## config.mk

```make
export PLATFORM = sky130hd
export DESIGN_NAME = output_scoreboard
export DESIGN_NICKNAME = d
export VERILOG_FILES = /design/src/rtl/output_scoreboard_pkg.sv /design/src/rtl/output_scoreboard_sat_counter.sv /design/src/rtl/output_scoreboard.sv
export SDC_FILE = /design/constraint.sdc
export NUM_CORES = 1
export LEC_CHECK = 0
export CAP_MARGIN = 5
export CORE_MARGIN = 8
export CORE_UTILIZATION = 50
export CTS_CLUSTER_DIAMETER = 30
export DETAILED_ROUTE_END_ITERATION = 6
export PLACE_DENSITY_LB_ADDON = 0.12
export SLEW_MARGIN = 20
export SYNTH_ARGS = -nofsm -noshare
export SYNTH_HDL_FRONTEND = slang
export SYNTH_HIERARCHICAL = 1
export SYNTH_SLANG_ARGS = --single-unit
```

## constraint.sdc

```tcl
create_clock -name clk -period 3 [get_ports clk]
set_input_delay 0.6 -clock clk [delete_from_list [all_inputs] [get_ports clk]]
set_output_delay 0.6 -clock clk [all_outputs]
set_load 0.005 [all_outputs]
```

## src/rtl/output_scoreboard_pkg.sv

```systemverilog
// Shared types and helpers for the output scoreboard: run-state encoding,
// a width-aware saturating increment and the masked mismatch function.
package output_scoreboard_pkg;

   typedef enum logic [1:0] {
      ST_IDLE = 2'd0,
      ST_RUN  = 2'd1,
      ST_DONE = 2'd2
   } state_e;

   // Operates on a 64-bit container; w selects the live width so callers of
   // any width up to 64 share one implementation.
   function automatic logic [63:0] sat_inc(input logic [63:0] v, input int w);
      logic [63:0] max_v;
      if (w >= 64) max_v = {64{1'b1}};
      else         max_v = (64'd1 << w) - 64'd1;
      return (v >= max_v) ? v : v + 64'd1;
   endfunction

   function automatic logic [63:0] mismatch_bits(input logic [63:0] e,
                                                 input logic [63:0] a,
                                                 input logic [63:0] c);
      return (e ^ a) & c;
   endfunction

endpackage

```

## src/rtl/output_scoreboard_sat_counter.sv

```systemverilog
// Clearable up-counter that sticks at all-ones instead of wrapping.
module sat_counter
   import output_scoreboard_pkg::*;
#(
   parameter int WIDTH = 32
) (
   input  logic             clk,
   input  logic             resetn,
   input  logic             clr,
   input  logic             inc,
   output logic [WIDTH-1:0] cnt
);

   logic [WIDTH-1:0] cnt_q, cnt_d;

   always_comb begin
      cnt_d = cnt_q;
      if (clr)      cnt_d = '0;
      else if (inc) cnt_d = WIDTH'(sat_inc(64'(cnt_q), WIDTH));
   end

   always_ff @(posedge clk or negedge resetn) begin
      if (!resetn) cnt_q <= '0;
      else         cnt_q <= cnt_d;
   end

   assign cnt = cnt_q;

endmodule

```

## src/rtl/output_scoreboard.sv

```systemverilog
// Synthesizable output checker: counts samples and masked mismatches over a
// run and reports a registered pass/fail verdict when the run ends.
module output_scoreboard
   import output_scoreboard_pkg::*;
#(
   parameter int          WIDTH       = 1,
   parameter int          CNT_W       = 32,
   parameter int unsigned MAX_SAMPLES = 100
) (
   input  logic             clk,
   input  logic             resetn,
   input  logic             start,
   input  logic             stop,
   input  logic             en,
   input  logic [WIDTH-1:0] exp,
   input  logic [WIDTH-1:0] act,
   input  logic [WIDTH-1:0] care,
   output logic             busy,
   output logic             done,
   output logic             pass,
   output logic [CNT_W-1:0] sample_cnt,
   output logic [CNT_W-1:0] err_cnt,
   output logic [CNT_W-1:0] first_err_idx,
   output logic             first_err_vld,
   output logic [WIDTH-1:0] err_mask,
   output state_e           dbg_state
);

   state_e           state_q, state_d;
   logic             done_q, done_d;
   logic [CNT_W-1:0] first_err_idx_q, first_err_idx_d;
   logic             first_err_vld_q, first_err_vld_d;
   logic [WIDTH-1:0] err_mask_q, err_mask_d;

   logic             run_clr;
   logic             sample_fire;
   logic             err_fire;
   logic             auto_end;
   logic [WIDTH-1:0] mis_bits;
   logic [CNT_W-1:0] sample_next;

   assign run_clr     = start && (state_q != ST_RUN);
   assign sample_fire = (state_q == ST_RUN) && en;
   assign mis_bits    = WIDTH'(mismatch_bits(64'(exp), 64'(act), 64'(care)));
   assign err_fire    = sample_fire && (|mis_bits);
   assign sample_next = CNT_W'(sat_inc(64'(sample_cnt), CNT_W));
   // The sample that brings the count to MAX_SAMPLES is itself part of the run.
   assign auto_end    = (MAX_SAMPLES != 0) && sample_fire &&
                        (64'(sample_next) == 64'(MAX_SAMPLES));

   always_comb begin
      state_d = state_q;
      case (state_q)
         ST_IDLE, ST_DONE: if (start) state_d = ST_RUN;
         ST_RUN:           if (stop || auto_end) state_d = ST_DONE;
         default:          state_d = ST_IDLE;
      endcase
   end

   always_comb begin
      done_d          = (state_q == ST_RUN) && (state_d == ST_DONE);
      first_err_idx_d = first_err_idx_q;
      first_err_vld_d = first_err_vld_q;
      err_mask_d      = err_mask_q;
      if (run_clr) begin
         first_err_idx_d = '0;
         first_err_vld_d = 1'b0;
         err_mask_d      = '0;
      end else if (err_fire) begin
         err_mask_d = err_mask_q | mis_bits;
         if (!first_err_vld_q) begin
            first_err_idx_d = sample_cnt;
            first_err_vld_d = 1'b1;
         end
      end
   end

   always_ff @(posedge clk or negedge resetn) begin
      if (!resetn) begin
         state_q         <= ST_IDLE;
         done_q          <= 1'b0;
         first_err_idx_q <= '0;
         first_err_vld_q <= 1'b0;
         err_mask_q      <= '0;
      end else begin
         state_q         <= state_d;
         done_q          <= done_d;
         first_err_idx_q <= first_err_idx_d;
         first_err_vld_q <= first_err_vld_d;
         err_mask_q      <= err_mask_d;
      end
   end

   sat_counter #(.WIDTH(CNT_W)) u_sample_cnt (
      .clk    (clk),
      .resetn (resetn),
      .clr    (run_clr),
      .inc    (sample_fire),
      .cnt    (sample_cnt)
   );

   sat_counter #(.WIDTH(CNT_W)) u_err_cnt (
      .clk    (clk),
      .resetn (resetn),
      .clr    (run_clr),
      .inc    (err_fire),
      .cnt    (err_cnt)
   );

   assign busy          = (state_q == ST_RUN);
   assign done          = done_q;
   assign pass          = (state_q == ST_DONE) && (err_cnt == '0);
   assign first_err_idx = first_err_idx_q;
   assign first_err_vld = first_err_vld_q;
   assign err_mask      = err_mask_q;
   assign dbg_state     = state_q;

endmodule

```

==> Yosys cells after proc, flatten, opt, wreduce, memory -nomap -nowiden <==
Cells that the tools add are included.
{ "totals": {"n_memories": 0, "register_bits": 101, "latchBits": 0, "mem_bits_rw": 0, "word_cells": 59, "out_inout_bits": 103, "mem_bits_ro": 0} }
{ "op_classes": {"n_mul": 0, "shifts": 0, "n_eq_ne": 8, "muxes": 21, "bitwise_logic": 3, "magnitude_cmp": 3, "div_mod_pow": 0, "addsub": 2, "n_reduce_logical": 15} }
{ "op_table": {"columns": ["op", "count"], "rows": [
  ["two-way mux 32 bit", 10],
  ["two-way mux 64 bit", 4],
  ["greater-or-equal comparator 32 x 64 -> 1 bit", 2],
  ["adder 32 x 1 -> 32 bit (second input constant)", 2],
  ["== test 32 x 7 -> 1 bit (second input constant)", 1],
  ["greater-or-equal comparator 32 bit (second input constant)", 1],
  ["zero test 32 bit", 1],
  ["logical AND 1 bit", 6],
  ["AND reduction 2 bit", 3],
  ["== test 2 bit (second input constant)", 2],
  ["two-way mux 1 bit", 4],
  ["two-way mux 2 bit", 2],
  ["!= test 2 x 1 -> 1 bit (second input constant)", 2],
  ["!= test 2 bit (second input constant)", 2],
  ["case mux 2 bit (2 select lines)", 1],
  ["nonzero test 2 bit", 2],
  ["== test 2 x 1 -> 1 bit (second input constant)", 1],
  ["zero test 2 bit", 1],
  ["OR reduction 2 bit", 1],
  ["bitwise AND 1 bit", 1],
  ["logical OR 1 bit", 1],
  ["OR 1 bit", 1],
  ["bitwise XOR 1 bit", 1]
]} }

==> Longest topological paths before layout <==
{ "depth": {"ltp_word": 9, "depth_mapped": 9, "ltp_nobuf": 9} }

==> Cells and area by module <==
The synthesis kept the hierarchy.
{ "modules_own_cells": {"columns": ["module", "n_inst", "area_per_inst_um2", "seq_area_each_um2", "cells_per_inst"], "rows": [
  ["sat_counter", 2, 1838.0, 800.8, 195],
  ["output_scoreboard", 1, 2376.0, 925.9, 301]
]} }

==> Least setup slack after synthesis <==
OpenSTA, ideal clock, no wires.
{ "synth_path": {"path_kind": "register to register", "start": "register u_sample_cnt.cnt_q[0], in the netlist u_sample_cnt/cnt[0]", "end": "register state_q[0], in the netlist dbg_state[0]", "n_path_buf": 0, "setup_slack_ns": 0.286, "period_less_slack_ns": 2.714, "path_stages_with_launch": 10, "t_arrival_ns": 2.593, "path_cell_list": "dfrtp_1 -> ha_1 -> nand3_1 -> nor4_2 -> mux2_2 -> o22ai_1 -> nand3_1 -> a2111oi_2 -> a41oi_2 -> a22o_1"} }
{ "synth_between": {"elab_chain_cells": 7} }
{ "synth_lines": {"columns": ["element", "line", "rtl"], "rows": [
  ["start: declaration", "output_scoreboard_sat_counter.sv:14", "logic [WIDTH-1:0] cnt_q, cnt_d;"],
  ["start signal: assignment", "output_scoreboard_sat_counter.sv:24", "else cnt_q <= cnt_d;"],
  ["adder 32 x 1 -> 32 bit or greater-or-equal comparator 32 bit (tied branches)", "output_scoreboard_pkg.sv:17", "return (v >= max_v) ? v : v + 64'd1;"],
  ["two-way mux 32 bit *", "output_scoreboard_pkg.sv:17", null],
  ["== test 32 x 7 -> 1 bit *", "output_scoreboard.sv:49", "(64'(sample_next) == 64'(MAX_SAMPLES));"],
  ["logical AND 1 bit *", "output_scoreboard.sv:48", "assign auto_end = (MAX_SAMPLES != 0) && sample_fire &&"],
  ["logical OR 1 bit *", "output_scoreboard.sv:55", "ST_RUN: if (stop || auto_end) state_d = ST_DONE;"],
  ["two-way mux 2 bit *", "output_scoreboard.sv:55", null],
  ["case mux 2 bit (2 select lines) *", "output_scoreboard.sv:53", "case (state_q)"],
  ["via state_d[0]", "output_scoreboard.sv:29", "state_e state_q, state_d;"],
  ["end signal: assignment", "output_scoreboard.sv:86", "state_q <= state_d;"],
  ["end: declaration", "output_scoreboard.sv:29", null]
]} }
The timed path passes the listed nets; every way through them passes the cells marked *.
A chain may end at the register's enable or synchronous reset.

==> Worst setup path after layout <==
{ "layout_path": {"start": "register u_err_cnt.cnt_q[4], in the netlist u_err_cnt/cnt[4]", "end": "output pass"} }
{ "layout_between": {"elab_chain_cells": 2} }
{ "layout_lines": {"columns": ["element", "line", "rtl"], "rows": [
  ["start: declaration", "output_scoreboard_sat_counter.sv:14", null],
  ["start signal: assignment", "output_scoreboard_sat_counter.sv:24", null],
  ["zero test 32 bit", "output_scoreboard.sv:112", "assign pass = (state_q == ST_DONE) && (err_cnt == '0);"],
  ["logical AND 1 bit", "output_scoreboard.sv:112", null],
  ["end: declaration", "output_scoreboard.sv:20", "output logic pass,"]
]} }
No other way between the ends.

==> summary.log <==
[yosys] cell area after synthesis 6052 um^2
[die] floorplan die width 126.0 um
[drt] vias post-DR 6,073
[die] Floorplan Core Area 11,910 um^2
[setup_path] crit-path leading delay family simple AND/OR/NAND/NOR gates
[cts] Root Buffer sky130_fd_sc_hd__clkbuf_16
[sta] number of pins exceeding their max-slew limit in the final report 0
[die] die area 15,880 um^2
[pwr] areal power density over the cells 374.2 nW/um^2
[pwr] Pleak 3.148 nW
[cts] Bufs on Longest Clock Path 2
[drt] Antenna Nets Post-Route 0
[global_routing] GRT Resource Usage Total 24.16%
[setup_path] critical-path cell list nor4_2 > and4_1 > nand4_1 > nor4_2 > clkdlybuf4s50_1
[drt] number of DRC violations after detailed routing 0
[drt] first drt pass iteration count 5
[finish] fraction of the core area covered by cells at the end of the flow 66.82%
[placed_design] Post-DP HPWL 14,110 um
[yosys] number of synthesized register bits 101
[drt] iteration-0 DRC count of the detailed router 548
[setup_path] Crit path arrival time 2.24 ns
[global_routing] number of global-route vias before repair 6,109
[drt] detailed route wirelength on metal2 9766 um
[cts] clock slew at the register clock pins of the worst setup and hold paths 0.07 ns
[sta] worst hold slack across all endpoints 0.2625 ns
[setup_path] slowest cell on the critical path sky130_fd_sc_hd__clkdlybuf4s50_1
[sta] setup repair after global routing missed its margin no
[finish] Post-Layout Inst Area 7959 um^2
[setup_path] Worst Setup Path Type reg2out
[finish] most common library cell in the layout ignoring fill and taps sky130_fd_sc_hd__clkdlybuf4s50_1
[placed_design] dpl cell area 7621 um^2
[hold_path] Hold/Removal Path Class in2async
[global_routing] final global-route overflow total 0
[pwr] total power consumption of the routed design 2.978 mW
[sta] final number of setup-violating endpoints 0
[finish] share of final-layout standard cells stronger than drive strength 1 13.17%
[cts] clock sinks 101
[finish] area grow syn2layout 31.51%
[finish] layout filler cell count 1,006
[cts] TritonCTS buffer count 9
[yosys] number of nets in the synthesized netlist 702
[cts] clock latency on the worst-skew pair 0.34 ns
[yosys] part of the Yosys area used for sequential elements 41.76%
[yosys] count of yosys warnings during synthesis 6
[run] max-cap violations 0
[run_status] status completed
[yosys] proportion of register bits with asynchronous set or reset after synthesis 100.0%
[yosys] Gate Count Post-Synth 691
[setup_path] Setup crit end kind output port
[cts] number of buffers inserted by post-CTS setup repair 0
[global_routing] pin count of the biggest net entering global routing 65
[setup_path] category of the worst setup path launch point flip-flop
[die] Initial Util 50.81%
[placed_design] count of port buffers added during placement 110
[yosys] EDFF count, synth 0
[drt] Routed met1 length 7652 um
[setup_path] crit path buf inv count 1
[sta] post-route minimum period 2.841 ns
[drt] routed length on met3 1133 um
[drt] highest metal layer with signal wires met4
[finish] nets 842
[global_routing] initial antenna violation count 0
[setup_path] data required time at the worst endpoint 2.40 ns
[sta] maximum operating frequency 0.3520 GHz
[placed_design] pre-CTS setup slack 0.002970 ns
[yosys] mean instance size in the synthesized netlist 8.758 um^2
[setup_path] worst-path maximum fanout 6
[sta] post-route clock skew 0.005649 ns
[die] # IOs 111
[finish] commonest cells after routing, fill and taps aside sky130_fd_sc_hd__clkdlybuf4s50_1 (109), sky130_fd_sc_hd__nand2_1 (101), sky130_fd_sc_hd__dfrtp_1 (101), sky130_fd_sc_hd__nor2_1 (64), sky130_fd_sc_hd__o21ai_0 (54)
[sta] headroom to the max-slew limit 54.70%
[die] standard-cell row count 40
[drt] aggregate routed wire length 19,100 um
[sta] Final Hold Vio Count 0
[die] vertical die dimension 126.0 um
[drt] detail-routed via count per cell 6.184
[cts] CTS H-tree depth 3
[cts] clock tree from TritonCTS done
[drt] routed len/inst 19.45 um
[sta] Setup WS post-layout 0.1591 ns
[setup_path] largest incremental delay on the critical path 0.54 ns
[setup_path] CP dominant cell by count sky130_fd_sc_hd__nor4_2
[placed_design] RePlAce Congestion 0.9344
[sta] pin slew with the least headroom to its limit 0.6784 ns
[yosys] ys flop type sky130_fd_sc_hd__dfrtp_1
[sta] crit share post-route 94.70%
[finish] number of diodes 0
[global_routing] global-route wire length before repair 31,400 um
[yosys] number of distinct library cell variants in the gate-level netlist after synthesis 63
[pwr] worst IR drop on VDD 0.2626 mV
[worst reg2reg max path: stages, from the launching register on]
cell                       delay (ns)
sky130_fd_sc_hd__dfrtp_1         0.35
sky130_fd_sc_hd__ha_1            0.26
sky130_fd_sc_hd__nand3_1         0.16
sky130_fd_sc_hd__or4_4           0.63
sky130_fd_sc_hd__nor3_4          0.25
sky130_fd_sc_hd__o211ai_1        0.13
sky130_fd_sc_hd__o21a_1          0.13
sky130_fd_sc_hd__o21ai_0         0.28
sky130_fd_sc_hd__a41oi_2         0.20
sky130_fd_sc_hd__a22o_1          0.23
[where the power goes]
part	internal, mW	switching [mW]	leakage (nW)
logic	0.147	0.217	1.59
clock network	0.711	0.498	0.155
registers	1.38	0.0211	1.41
[registers in the layout, indices dropped and copies added (netlist names)]
| name | count |
|---|---|
| done | 1 |
| u_err_cnt/cnt | 32 |
| u_sample_cnt/cnt | 32 |
| first_err_idx | 32 |
| dbg_state | 2 |
| err_mask | 1 |
| first_err_vld | 1 |
[synthesized netlist by cell type (10+ instances only)]
cell type                  number  area [um^2]
sky130_fd_sc_hd__o21ai_1       12        60.06
sky130_fd_sc_hd__nand3_1       33        165.2
sky130_fd_sc_hd__clkbuf_1      23        86.33
sky130_fd_sc_hd__xor2_1        19        166.4
sky130_fd_sc_hd__dfrtp_1      101         2527
sky130_fd_sc_hd__nand2b_1      11        68.82
sky130_fd_sc_hd__nand4_1       27        168.9
sky130_fd_sc_hd__and3_1        15        93.84
sky130_fd_sc_hd__nor2_1        64        240.2
sky130_fd_sc_hd__o21ai_0       54        270.3
sky130_fd_sc_hd__or3_1         21        131.4
sky130_fd_sc_hd__nor4_1        13        81.33
sky130_fd_sc_hd__nand2_1      101        379.1
sky130_fd_sc_hd__a21oi_1       28        140.1
sky130_fd_sc_hd__nor3_1        11        55.05
sky130_fd_sc_hd__or4_1         18        135.1
sky130_fd_sc_hd__a31oi_1       10        62.56
sky130_fd_sc_hd__xnor2_1       16        140.1
sky130_fd_sc_hd__inv_1         14        52.55
[metal layers]
| layer | vias up | track usage [%] |
|---|---|---|
| met4 | 0 | 11.18 |
| li1 | 2817 | - |
| met1 | 2972 | 28.16 |
| met2 | 242 | 42.46 |
| met3 | 42 | 4.177 |
| met5 | - | 0 |
[per-stage QoR]
| stage | TNS [ns] | instances |
|---|---|---|
| finish | 0 | 982 |
| global route | 0 | 982 |
| CTS | 0 | 982 |
| detailed placement | 0 | 967 |
| global placement | -0.04197 | 967 |
| floorplan | 0 | 691 |
[path summary, 6_finish.rpt]
kind | from | end | slack, ns | depth (start not counted)
worst max-delay path | u_err_cnt/cnt[4] | pass | 0.16 | 5
max in group asynchronous | resetn | u_sample_cnt/cnt[29] | 2.02 | 2
worst min register to register | first_err_idx[27] | first_err_idx[27] | 0.53 | 2
worst min-delay path | resetn | u_err_cnt/cnt[13] | 0.26 | 1
min in group clk | first_err_idx[27] | first_err_idx[27] | 0.53 | 2
worst max register to register | u_sample_cnt/cnt[0] | dbg_state[0] | 0.26 | 9
[kinds of logic (layout without fill, tap and decap cells)]
kind of cell	count (synthesis)	count (layout)	synth area share, %
and+or+nand+nor	351	351	31.20
AOI/OAI and AO/OA	148	148	17.16
DFF	101	101	41.76
buffers and inverters	47	191	3.122
xor gates and xnor gates	35	35	5.065
muxes	6	6	1.075
adders and majority gates	3	3	0.6203
[what timing repair did]
item,4_1_cts,5_1_grt
endpoints found under the setup margin,1,1
hold buffers,0,0
resized for setup,1,3
[layout make-up]
cell class | instances | area (um^2) | share of cell area [%]
Timing Repair Buffer | 162 | 1514 | 19.02
Multi-Input combinational cell | 543 | 3371 | 42.35
Tap cell | 147 | 183.9 | 2.311
Clock buffer | 12 | 266.5 | 3.349
Clock inverter | 3 | 43.79 | 0.5502
Inverter | 14 | 52.55 | 0.6603
Sequential cell | 101 | 2527 | 31.76
(Power assumes the default switching activity.)
